File: config.mk
export PLATFORM = sky130hd
export DESIGN_NAME = trap_seq_flat
export DESIGN_NICKNAME = d
export VERILOG_FILES = /design/src/rtl/csr_pkg.sv /design/src/rtl/trap_seq_if.sv /design/src/rtl/irq_prio.sv /design/src/rtl/trap_seq.sv /design/src/flat_wrapper.sv
export SDC_FILE = /design/constraint.sdc
export NUM_CORES = 1
export LEC_CHECK = 0
export CORE_AREA = 5 5 279 281
export CTS_CLUSTER_DIAMETER = 50
export CTS_CLUSTER_SIZE = 14
export DETAILED_ROUTE_END_ITERATION = 10
export DIE_AREA = 0 0 284 286
export PLACE_DENSITY_LB_ADDON = 0.15
export SKIP_CTS_REPAIR_TIMING = 1
export SYNTH_ARGS = -nofsm -noshare
export SYNTH_HDL_FRONTEND = slang
export SYNTH_SLANG_ARGS = --single-unit
File: constraint.sdc
create_clock -name clk -period 4.75 [get_ports clk]
set_input_delay 0.95 -clock clk [delete_from_list [all_inputs] [get_ports clk]]
set_output_delay 0.95 -clock clk [all_outputs]
set_load 0.02 [all_outputs]
File: src/rtl/csr_pkg.sv
// Shared CSR definitions for the trap sequencer: privilege levels, mstatus layout,
// CSR addresses, mcause encodings, interrupt codes and the sequencer state enum.
package csr_pkg;

    typedef enum logic [1:0] {
        PRIV_U = 2'b00,
        PRIV_S = 2'b01,
        PRIV_M = 2'b11
    } priv_t;

    typedef struct packed {
        logic [50:0] hi;
        logic [1:0]  mpp;
        logic [2:0]  rsv_10_8;
        logic        mpie;
        logic [2:0]  rsv_6_4;
        logic        mie;
        logic [2:0]  rsv_2_0;
    } mstatus_t;

    typedef enum logic [2:0] {
        StIdle,
        StWEpc,
        StWCause,
        StWTval,
        StWStatus,
        StRStatus,
        StRedir
    } trap_state_e;

    localparam logic [11:0] CSR_MSTATUS = 12'h300;
    localparam logic [11:0] CSR_MEPC    = 12'h341;
    localparam logic [11:0] CSR_MCAUSE  = 12'h342;
    localparam logic [11:0] CSR_MTVAL   = 12'h343;

    localparam logic [63:0] MCAUSE_INTERRUPT_MASK = 64'h8000_0000_0000_0000;
    localparam logic [63:0] MSTATUS_MASK          = 64'h0000_0000_0000_1888;
    localparam logic [63:0] MIP_MASK              = 64'h0000_0000_0000_0888;

    localparam logic [5:0] IRQ_M_SOFT  = 6'd3;
    localparam logic [5:0] IRQ_M_TIMER = 6'd7;
    localparam logic [5:0] IRQ_M_EXT   = 6'd11;

    function automatic logic [63:0] trap_mstatus(input logic [63:0] cur, input priv_t priv);
        mstatus_t s;
        s      = mstatus_t'(cur);
        s.mpie = s.mie;
        s.mie  = 1'b0;
        s.mpp  = priv;
        return s;
    endfunction

    function automatic logic [63:0] mret_mstatus(input logic [63:0] cur);
        mstatus_t s;
        s      = mstatus_t'(cur);
        s.mie  = s.mpie;
        s.mpie = 1'b1;
        s.mpp  = PRIV_U;
        return s;
    endfunction

endpackage

File: src/rtl/trap_seq_if.sv
// Bundle between the commit stage / CSR file (master) and the trap sequencer (slave).
interface trap_seq_if;
    logic        exc_valid;
    logic [63:0] exc_cause;
    logic [63:0] exc_tval;
    logic [63:0] exc_pc;
    logic        mret_valid;
    logic [63:0] irq_pc;
    logic [63:0] mip_i;
    logic [63:0] mie_i;
    logic [63:0] mstatus_i;
    logic [63:0] mtvec_i;
    logic [63:0] mepc_i;
    logic        csr_we;
    logic [11:0] csr_waddr;
    logic [63:0] csr_wdata;
    logic        redirect_valid;
    logic [63:0] redirect_pc;
    logic        flush;
    logic        busy;
    logic [1:0]  priv;

    modport master (
        output exc_valid, exc_cause, exc_tval, exc_pc, mret_valid, irq_pc,
        output mip_i, mie_i, mstatus_i, mtvec_i, mepc_i,
        input  csr_we, csr_waddr, csr_wdata, redirect_valid, redirect_pc, flush, busy, priv
    );

    modport slave (
        input  exc_valid, exc_cause, exc_tval, exc_pc, mret_valid, irq_pc,
        input  mip_i, mie_i, mstatus_i, mtvec_i, mepc_i,
        output csr_we, csr_waddr, csr_wdata, redirect_valid, redirect_pc, flush, busy, priv
    );
endinterface

File: src/rtl/irq_prio.sv
// Machine interrupt priority encoder: MEIP > MSIP > MTIP among enabled pending bits.
module irq_prio
    import csr_pkg::*;
(
    input  logic [63:0] mip_i,
    input  logic [63:0] mie_i,
    output logic        valid_o,
    output logic [5:0]  code_o
);
    logic [63:0] pend;
    logic        unused_pend;

    assign pend        = mip_i & mie_i & MIP_MASK;
    assign unused_pend = ^{pend[63:12], pend[10:8], pend[6:4], pend[2:0]};

    always_comb begin
        valid_o = 1'b1;
        code_o  = IRQ_M_EXT;
        if (pend[IRQ_M_EXT]) begin
            code_o = IRQ_M_EXT;
        end else if (pend[IRQ_M_SOFT]) begin
            code_o = IRQ_M_SOFT;
        end else if (pend[IRQ_M_TIMER]) begin
            code_o = IRQ_M_TIMER;
        end else begin
            valid_o = 1'b0;
        end
    end
endmodule

File: src/rtl/trap_seq.sv
// Trap/mret sequencer: writes mepc/mcause/mtval/mstatus one per cycle, then redirects fetch.
// Optional TRAP_VECTORED_EN enables vectored interrupt targets when mtvec mode is 01.
module trap_seq
    import csr_pkg::*;
#(
    parameter priv_t RESET_PRIV = PRIV_M
) (
    input logic       clk,
    input logic       reset_n,
    trap_seq_if.slave bus
);
    trap_state_e state_q, state_d;
    priv_t       priv_q, priv_d;
    logic [63:0] epc_q, epc_d, cause_q, cause_d, tval_q, tval_d;
    logic        is_mret_q, is_mret_d;
    logic        csr_we_q, csr_we_d;
    logic [11:0] csr_waddr_q, csr_waddr_d;
    logic [63:0] csr_wdata_q, csr_wdata_d;
    logic        redirect_q, redirect_d;

    logic        irq_valid, irq_take, accept;
    logic [5:0]  irq_code;
    logic [63:0] trap_base, trap_target;
    mstatus_t    mstatus;

    assign mstatus = mstatus_t'(bus.mstatus_i);

    irq_prio u_irq_prio (
        .mip_i   (bus.mip_i),
        .mie_i   (bus.mie_i),
        .valid_o (irq_valid),
        .code_o  (irq_code)
    );

    // Below M-mode, machine interrupts are taken regardless of mstatus.mie.
    assign irq_take = irq_valid & (mstatus.mie | (priv_q != PRIV_M));
    assign accept   = (state_q == StIdle) & (bus.exc_valid | irq_take | bus.mret_valid);

    assign trap_base = {bus.mtvec_i[63:2], 2'b00};
`ifdef TRAP_VECTORED_EN
    assign trap_target = (cause_q[63] && bus.mtvec_i[1:0] == 2'b01)
                         ? trap_base + {56'd0, cause_q[5:0], 2'b00} : trap_base;
`else
    logic unused_mtvec_mode;
    assign unused_mtvec_mode = ^bus.mtvec_i[1:0];
    assign trap_target       = trap_base;
`endif

    always_comb begin
        state_d     = state_q;
        priv_d      = priv_q;
        epc_d       = epc_q;
        cause_d     = cause_q;
        tval_d      = tval_q;
        is_mret_d   = is_mret_q;
        csr_we_d    = 1'b0;
        csr_waddr_d = 12'h000;
        csr_wdata_d = 64'd0;
        redirect_d  = 1'b0;
        unique case (state_q)
            StIdle: begin
                if (bus.exc_valid || irq_take) begin
                    epc_d       = bus.exc_valid ? bus.exc_pc : bus.irq_pc;
                    cause_d     = bus.exc_valid ? bus.exc_cause
                                                : (MCAUSE_INTERRUPT_MASK | {58'd0, irq_code});
                    tval_d      = bus.exc_valid ? bus.exc_tval : 64'd0;
                    is_mret_d   = 1'b0;
                    state_d     = StWEpc;
                    csr_we_d    = 1'b1;
                    csr_waddr_d = CSR_MEPC;
                    csr_wdata_d = epc_d;
                end else if (bus.mret_valid) begin
                    is_mret_d   = 1'b1;
                    priv_d      = priv_t'(mstatus.mpp);
                    state_d     = StRStatus;
                    csr_we_d    = 1'b1;
                    csr_waddr_d = CSR_MSTATUS;
                    csr_wdata_d = mret_mstatus(bus.mstatus_i);
                end
            end
            StWEpc: begin
                state_d     = StWCause;
                csr_we_d    = 1'b1;
                csr_waddr_d = CSR_MCAUSE;
                csr_wdata_d = cause_q;
            end
            StWCause: begin
                state_d     = StWTval;
                csr_we_d    = 1'b1;
                csr_waddr_d = CSR_MTVAL;
                csr_wdata_d = tval_q;
            end
            StWTval: begin
                state_d     = StWStatus;
                priv_d      = PRIV_M;
                csr_we_d    = 1'b1;
                csr_waddr_d = CSR_MSTATUS;
                csr_wdata_d = trap_mstatus(bus.mstatus_i, priv_q);
            end
            StWStatus, StRStatus: begin
                state_d    = StRedir;
                redirect_d = 1'b1;
            end
            StRedir: state_d = StIdle;
            default: state_d = StIdle;
        endcase
    end

    always_ff @(posedge clk or negedge reset_n) begin
        if (!reset_n) begin
            state_q     <= StIdle;
            priv_q      <= RESET_PRIV;
            epc_q       <= 64'd0;
            cause_q     <= 64'd0;
            tval_q      <= 64'd0;
            is_mret_q   <= 1'b0;
            csr_we_q    <= 1'b0;
            csr_waddr_q <= 12'h000;
            csr_wdata_q <= 64'd0;
            redirect_q  <= 1'b0;
        end else begin
            state_q     <= state_d;
            priv_q      <= priv_d;
            epc_q       <= epc_d;
            cause_q     <= cause_d;
            tval_q      <= tval_d;
            is_mret_q   <= is_mret_d;
            csr_we_q    <= csr_we_d;
            csr_waddr_q <= csr_waddr_d;
            csr_wdata_q <= csr_wdata_d;
            redirect_q  <= redirect_d;
        end
    end

    assign bus.csr_we         = csr_we_q;
    assign bus.csr_waddr      = csr_waddr_q;
    assign bus.csr_wdata      = csr_wdata_q;
    assign bus.redirect_valid = redirect_q;
    assign bus.flush          = redirect_q;
    // Target is looked up live in REDIR so mepc_i/mtvec_i are sampled there.
    assign bus.redirect_pc    = redirect_q ? (is_mret_q ? bus.mepc_i : trap_target) : 64'd0;
    assign bus.busy           = reset_n & ((state_q != StIdle) | accept);
    assign bus.priv           = priv_q;
endmodule

File: src/flat_wrapper.sv
// flat-port wrapper written by rule: the top's interface ports become plain ports
module trap_seq_flat import csr_pkg::*;
#(
    parameter priv_t RESET_PRIV = PRIV_M
)
  (clk, reset_n, bus_exc_valid, bus_exc_cause, bus_exc_tval, bus_exc_pc, bus_mret_valid, bus_irq_pc, bus_mip_i, bus_mie_i, bus_mstatus_i, bus_mtvec_i, bus_mepc_i, bus_csr_we, bus_csr_waddr, bus_csr_wdata, bus_redirect_valid, bus_redirect_pc, bus_flush, bus_busy, bus_priv);
  trap_seq_if bus_i ();
  input logic clk;
  input logic reset_n;
  input wire logic [$bits(bus_i.exc_valid)-1:0] bus_exc_valid;
  input wire logic [$bits(bus_i.exc_cause)-1:0] bus_exc_cause;
  input wire logic [$bits(bus_i.exc_tval)-1:0] bus_exc_tval;
  input wire logic [$bits(bus_i.exc_pc)-1:0] bus_exc_pc;
  input wire logic [$bits(bus_i.mret_valid)-1:0] bus_mret_valid;
  input wire logic [$bits(bus_i.irq_pc)-1:0] bus_irq_pc;
  input wire logic [$bits(bus_i.mip_i)-1:0] bus_mip_i;
  input wire logic [$bits(bus_i.mie_i)-1:0] bus_mie_i;
  input wire logic [$bits(bus_i.mstatus_i)-1:0] bus_mstatus_i;
  input wire logic [$bits(bus_i.mtvec_i)-1:0] bus_mtvec_i;
  input wire logic [$bits(bus_i.mepc_i)-1:0] bus_mepc_i;
  output wire logic [$bits(bus_i.csr_we)-1:0] bus_csr_we;
  output wire logic [$bits(bus_i.csr_waddr)-1:0] bus_csr_waddr;
  output wire logic [$bits(bus_i.csr_wdata)-1:0] bus_csr_wdata;
  output wire logic [$bits(bus_i.redirect_valid)-1:0] bus_redirect_valid;
  output wire logic [$bits(bus_i.redirect_pc)-1:0] bus_redirect_pc;
  output wire logic [$bits(bus_i.flush)-1:0] bus_flush;
  output wire logic [$bits(bus_i.busy)-1:0] bus_busy;
  output wire logic [$bits(bus_i.priv)-1:0] bus_priv;
  assign bus_i.exc_valid = bus_exc_valid;
  assign bus_i.exc_cause = bus_exc_cause;
  assign bus_i.exc_tval = bus_exc_tval;
  assign bus_i.exc_pc = bus_exc_pc;
  assign bus_i.mret_valid = bus_mret_valid;
  assign bus_i.irq_pc = bus_irq_pc;
  assign bus_i.mip_i = bus_mip_i;
  assign bus_i.mie_i = bus_mie_i;
  assign bus_i.mstatus_i = bus_mstatus_i;
  assign bus_i.mtvec_i = bus_mtvec_i;
  assign bus_i.mepc_i = bus_mepc_i;
  assign bus_csr_we = bus_i.csr_we;
  assign bus_csr_waddr = bus_i.csr_waddr;
  assign bus_csr_wdata = bus_i.csr_wdata;
  assign bus_redirect_valid = bus_i.redirect_valid;
  assign bus_redirect_pc = bus_i.redirect_pc;
  assign bus_flush = bus_i.flush;
  assign bus_busy = bus_i.busy;
  assign bus_priv = bus_i.priv;
  trap_seq #(.RESET_PRIV(RESET_PRIV)) u_core (.clk(clk), .reset_n(reset_n), .bus(bus_i));
endmodule
# Word-level counts from Yosys, hierarchy flattened

Cells that the tools add are included.

Reduce and logical (&&, ||, !) cells: 10
Bitwise logic cells: 8
Eq/ne operators: 9
Muxes and demuxes: 29

Operators with widths:

| kind                                           | number |
|---|---|
| two-way mux 64 bit                             | 7 |
| one-hot mux 64 bit (4 select lines)            | 1 |
| one-hot mux 12 bit (4 select lines)            | 1 |
| one-hot mux 3 bit (5 select lines)             | 1 |
| bitwise AND 12 bit                             | 1 |
| two-way mux 12 bit                             | 1 |
| two-way mux 10 bit                             | 1 |
| two-way mux 1 bit                              | 8 |
| two-way mux 4 bit                              | 2 |
| == test 3 x 2 -> 1 bit (second input constant) | 2 |
| == test 3 bit (second input constant)          | 2 |
| two-way mux 3 bit                              | 2 |
| two-way mux 6 bit                              | 1 |
| inequality test 2 bit (second input constant)  | 3 |
| two-way mux 2 bit                              | 2 |
| OR 1 bit                                       | 4 |
| one-hot mux 2 bit (2 select lines)             | 1 |
| AND reduction 2 bit                            | 2 |
| nonzero test 2 bit                             | 2 |
| bitwise AND 1 bit                              | 3 |
| == test 3 x 1 -> 1 bit (second input constant) | 1 |
| zero test 3 bit                                | 1 |
| inequality test 3 bit (second input constant)  | 1 |
| AND reduction 3 bit                            | 1 |
| 5 further kinds                                | 5 |

Logic and storage cells: 65
Flip-flop bits (word level): 212

# Logic depth before layout (Yosys ltp)

Gate-level depths: netlist of the first run.

Word-level depth: 10
Depth in mapped cells: 8

# Cells and area by module

From an unflattened synthesis of the first run, not the netlist that was laid out.

Cells, all modules: 1,024
Area total of the unflattened synthesis: 11,409.7 um^2

Modules (own cells, without submodules):

| module   | cells each | seq. area each (um^2) | instances | area an instance (um^2) |
|---|---|---|---|---|
| trap_seq | 1,012      | 5,107.4               | 1         | 11,338.4 |
| irq_prio | 12         | 0.0                   | 1         | 71.3 |

# Least setup slack after synthesis of the first run

No wires, ideal clock.

Kind: input -> output
From: in bus_exc_valid
To: out bus_busy
Path slack: 1.983 ns
Arrival: 1.817 ns
Data required time: 3.800 ns
Path buffers: 1
Stages: 4
Cell sequence: buf_2 nand4bb_4 o21a_1 o31a_1

Word-level cells in the longest chain between the ends: 5

RTL lines:

| element               | line               | text |
|---|---|---|
| start, declared       | flat_wrapper.sv:10 | `input wire logic [$bits(bus_i.exc_valid)-1:0] bus_exc_valid;` |
| OR 1 bit (2 in a row) | trap_seq.sv:37     | `assign accept = (state_q == StIdle) & (bus.exc_valid \| irq_take \| bus.mret_valid);` |
| bitwise AND 1 bit     | trap_seq.sv:37     |  |
| OR 1 bit              | trap_seq.sv:142    | `assign bus.busy = reset_n & ((state_q != StIdle) \| accept);` |
| bitwise AND 1 bit     | trap_seq.sv:142    |  |
| end, declared         | flat_wrapper.sv:27 | `output wire logic [$bits(bus_i.busy)-1:0] bus_busy;` |

Every way passes these cells.

# Final worst setup path of the first run

From: in bus_mip_i[3]
To: out bus_busy

Word-level cells in the longest chain between the ends: 9

RTL lines:

| element               | line               | text |
|---|---|---|
| start, declared       | flat_wrapper.sv:16 | `input wire logic [$bits(bus_i.mip_i)-1:0] bus_mip_i;` |
| bitwise AND 12 bit    | irq_prio.sv:13     | `assign pend = mip_i & mie_i & MIP_MASK;` |
| two-way mux 1 bit     | irq_prio.sv:21     | `end else if (pend[IRQ_M_SOFT]) begin` |
| two-way mux 1 bit     | irq_prio.sv:19     | `if (pend[IRQ_M_EXT]) begin` |
| bitwise AND 1 bit     | trap_seq.sv:36     | `assign irq_take = irq_valid & (mstatus.mie \| (priv_q != PRIV_M));` |
| OR 1 bit (2 in a row) | trap_seq.sv:37     |  |
| bitwise AND 1 bit     | trap_seq.sv:37     |  |
| OR 1 bit              | trap_seq.sv:142    |  |
| bitwise AND 1 bit     | trap_seq.sv:142    |  |

Every way passes these cells.

==> results of run 1 <==
## placed cells by master (no fill, tap or decap), drive strengths merged, types with 4 or more instances in the layout
| cell type | Yosys | final |
|---|---|---|
| mux2i | 126 | 126 |
| dfrtp | 202 | 202 |
| o22ai | 62 | 62 |
| nand2 | 255 | 255 |
| a21oi | 6 | 6 |
| nor3 | 6 | 6 |
| clkdlybuf4s50 | 0 | 592 |
| a22oi | 64 | 64 |
| diode | 0 | 4 |
| a21o | 61 | 61 |
| clkbuf | 36 | 51 |
| o21ai | 133 | 133 |
| buf | 74 | 22 |
| clkinv | 0 | 14 |
| inv | 2 | 4 |
| nor2 | 6 | 6 |
| nor2b | 68 | 68 |
| conb | 1 | 7 |
## kinds of logic after synthesis
kind of cell,Yosys count,synth area share
simple gates,343,0.143
flops,204,0.482
other cells,1,0.000354
mux,129,0.122
compound gates,335,0.199
buf+inv,112,0.0532
## area by class of cell
type                            instances  area [um2]  area share
Antenna cell                            4        10.0    0.000532
Clock buffer                           50        1090      0.0579
Clock inverter                         21         208      0.0110
Inverter                                2        7.51    0.000399
Multi-Input combinational cell        814        4980       0.264
Sequential cell                       204        5110       0.272
Tap cell                              978        1220      0.0650
Timing Repair Buffer                  615        6190       0.329
## worst max path at each step
stage / from / end / slack (ns) / depth (start not counted)
after CTS: bus_mip_i[3] / bus_busy / 0.65 / 5
after detailed placement: bus_mip_i[3] / bus_busy / 0.67 / 5
final: bus_mip_i[3] / bus_busy / 0.68 / 5
after global routing: bus_mip_i[3] / bus_busy / 0.61 / 5
after floorplan: bus_exc_valid / bus_busy / 1.98 / 4
after global placement: bus_mip_i[3] / bus_busy / 0.67 / 5
## per-layer routing
| metal | wire length (um) | part of all wire | up-vias |
|---|---|---|---|
| met4 | 1990 | 0.035 | 18 |
| li1 | - | - | 5037 |
| met2 | 29200 | 0.51 | 408 |
| met3 | 4950 | 0.087 | 86 |
| met1 | 20700 | 0.36 | 4965 |
| met5 | 128 | 0.0023 | - |
## critical path: stages
cell                              delay (ns)
sky130_fd_sc_hd__clkdlybuf4s50_1        0.56
sky130_fd_sc_hd__a22o_1                 0.35
sky130_fd_sc_hd__o21a_1                 0.39
sky130_fd_sc_hd__o31a_1                 0.17
sky130_fd_sc_hd__clkdlybuf4s50_1        0.69
## state kept, by name (all words and copies together) (netlist names)
signal	cells
u_core.state_q	3
u_core.is_mret_q	1
u_core.bus.csr_wdata	64
u_core.cause_q	64
u_core.bus.csr_we	1
u_core.bus.csr_waddr	4
u_core.bus.flush	1
u_core.tval_q	64
u_core.bus.priv	2
## power groups by stage
stage / combinational [mW] / clock [mW] / sequential (mW)
2_1_floorplan: 2.33 / 0 / 2.91
3_3_place_gp: 4.45 / 0 / 2.90
3_5_place_dp: 4.49 / 0 / 2.91
4_1_cts: 4.50 / 2.88 / 2.89
5_1_grt: 4.74 / 2.94 / 2.97
6_report: 4.35 / 2.75 / 2.87
## through the flow
step	hold WS [ns]	util	total power, mW
6_report	0.284	0.250	9.97
5_1_grt	0.263	0.250	10.6
4_1_cts	0.246	0.250	10.3
3_5_place_dp	0.470	0.233	7.40
3_3_place_gp	0.463	0.233	7.35
2_1_floorplan	0.446	-	5.24
==> impl_metrics.json, run 1 <==
{
  "die_y_um": 286,
  "grt_usage": 0.133,
  "die_x_um": 284,
  "final.min_clock_period_ns": 4.07,
  "drt_first_pass_iters": 4,
  "clock_sink_total": 204,
  "critical_path_required_ns": 3.80,
  "timing.max_cap.violations": 0,
  "combinationalPowerShare": 0.436,
  "timing.max_slew.rel_slack": 0.309,
  "violation_count_after_the_first_detailed_routing_iteration": 357,
  "groute.layer.met1.usage": 0.139,
  "post_route_ant_nets": 0,
  "ys.warnings.count": 0,
  "r2r_end": "u_core.bus.csr_wdata[17]$_DFF_PN0_",
  "rows": 101,
  "seq_area_frac_synth": 0.482,
  "layout-drive-gt1-share": 0.0610,
  "detailedPlacementHpwl_um": 43100,
  "io_pins": 726,
  "synth.top_cells.by_area": "sky130_fd_sc_hd__dfrtp_1, sky130_fd_sc_hd__mux2i_1, sky130_fd_sc_hd__nand2_1, sky130_fd_sc_hd__a22oi_1, sky130_fd_sc_hd__o21ai_0",
  "share_clk_of_total_power": 0.276,
  "postSynthAreaPerCell_um2": 9.42,
  "power_switching_share": 0.390,
  "r2r_cells": 5,
  "asyncSetResetFlopFracSynth": 1.00,
  "num-nets-final": 2256,
  "routed_wirelength_um": 56900,
  "global_route.peak_usage_layer": "met2",
  "cts_tree": "yes",
  "worstSetupStartpointType": "input pin",
  "ir_worst_vdd_v": 0.000236,
  "non_filler_instances": 2688,
  "ys_top_cells_by_count": "sky130_fd_sc_hd__nand2_1, sky130_fd_sc_hd__dfrtp_1, sky130_fd_sc_hd__mux2i_1, sky130_fd_sc_hd__o21ai_0, sky130_fd_sc_hd__nor2b_1",
  "io_buffer_count": 594,
  "fillers": 8106,
  "unrepaired_setup_endpoints_after_global_routing": "false",
  "leakage_nw": 8.06,
  "fmax_ghz": 0.246,
  "reg2reg_setup_slack_ns": 2.37,
  "grt_max_degree": 124,
  "detail_route.drc_violations": 0,
  "layout_area_overhead_pct": 77.6,
  "met2_usage": 0.243,
  "synth-seq-cells": 204,
  "grt_antenna_before_repair": 16,
  "syn_area_um2": 10600,
  "detailroute.via_count": 10514,
  "post_dp_cell_area_um2": 17500,
  "fin_skew_ns": 0.0162,
  "path_clk_slew_ns": 0.05,
  "setup.worst_path.end_class": "output pin",
  "power.density_nw_per_um2": 530,
  "wire_per_inst_um": 21.2,
  "worst-endpoint-arrival_ns": 3.12,
  "layout.cell_area.non_filler_um2": 18800,
  "r2r_start": "u_core.state_q[1]$_DFFE_PN0P_",
  "core_region_area_um2": 75200,
  "post_synth_num_cell_types": 38,
  "htree_num_levels": 2,
  "setup_slack_ns": 0.682,
  "floorplan.die_area_um2": 81200,
  "path_max_fanout": 6,
  "start_util": 0.141,
  "worstSetupPathType": "input pin to output pin",
  "gate_count_of_the_mapped_netlist": 1124,
  "timing.setup.tns_ns": 0,
  "cts_max_path_buffers": 3,
  "first_pass_grt_wire_length_um": 80200,
  "edff_count_synth": 0,
  "timing.final.crit_share": 0.856,
  "via_count_of_the_first_global_routing_pass": 11215,
  "cts_buffers": 39,
  "grt_use_met3": 0.0525,
  "report.final.hold_viol_count": 0,
  "min-delay-path-class": "input pin to asynchronous set/reset pin",
  "setup-violations-final": 0,
  "clk_root_buffer_cell": "sky130_fd_sc_hd__clkbuf_16",
  "via_density_per_instance": 3.91,
  "yosys.area.top_type": "sky130_fd_sc_hd__dfrtp_1",
  "synthMostInstantiatedCell": "sky130_fd_sc_hd__nand2_1",
  "overflow": 0,
  "slew_violations": 0,
  "slew_at_the_pin_with_the_worst_max_slew_slack_ns": 1.04,
  "cell_internal_pwr_mw": 6.08,
  "yosysTopAreaCellShare": 0.477,
  "routabilityCongestion": 0.855,
  "run_status": "finished, final reports clean",
  "clock_insertion_delay_worst_skew_ns": 0.54,
  "switching_power_mw": 3.89,
  "place_ws_ns": 0.666,
  "synth_flop_cell": "sky130_fd_sc_hd__dfrtp_1",
  "power_frac_seq": 0.288,
  "placedCellCount": 2613
}
No activity file was read; power rests on OpenSTA's default activity.
==> run 2, diff against run 1 <==
--- a/config.mk
+++ b/config.mk
@@ -7,7 +7,7 @@
 export LEC_CHECK = 0
 export CORE_AREA = 5 5 279 281
 export CTS_CLUSTER_DIAMETER = 50
-export CTS_CLUSTER_SIZE = 14
+export CTS_CLUSTER_SIZE = 28
 export DETAILED_ROUTE_END_ITERATION = 10
 export DIE_AREA = 0 0 284 286
 export PLACE_DENSITY_LB_ADDON = 0.15
==> results of run 2 <==
Same layout as run 1: the final DEF is identical, and so are final timing and power.
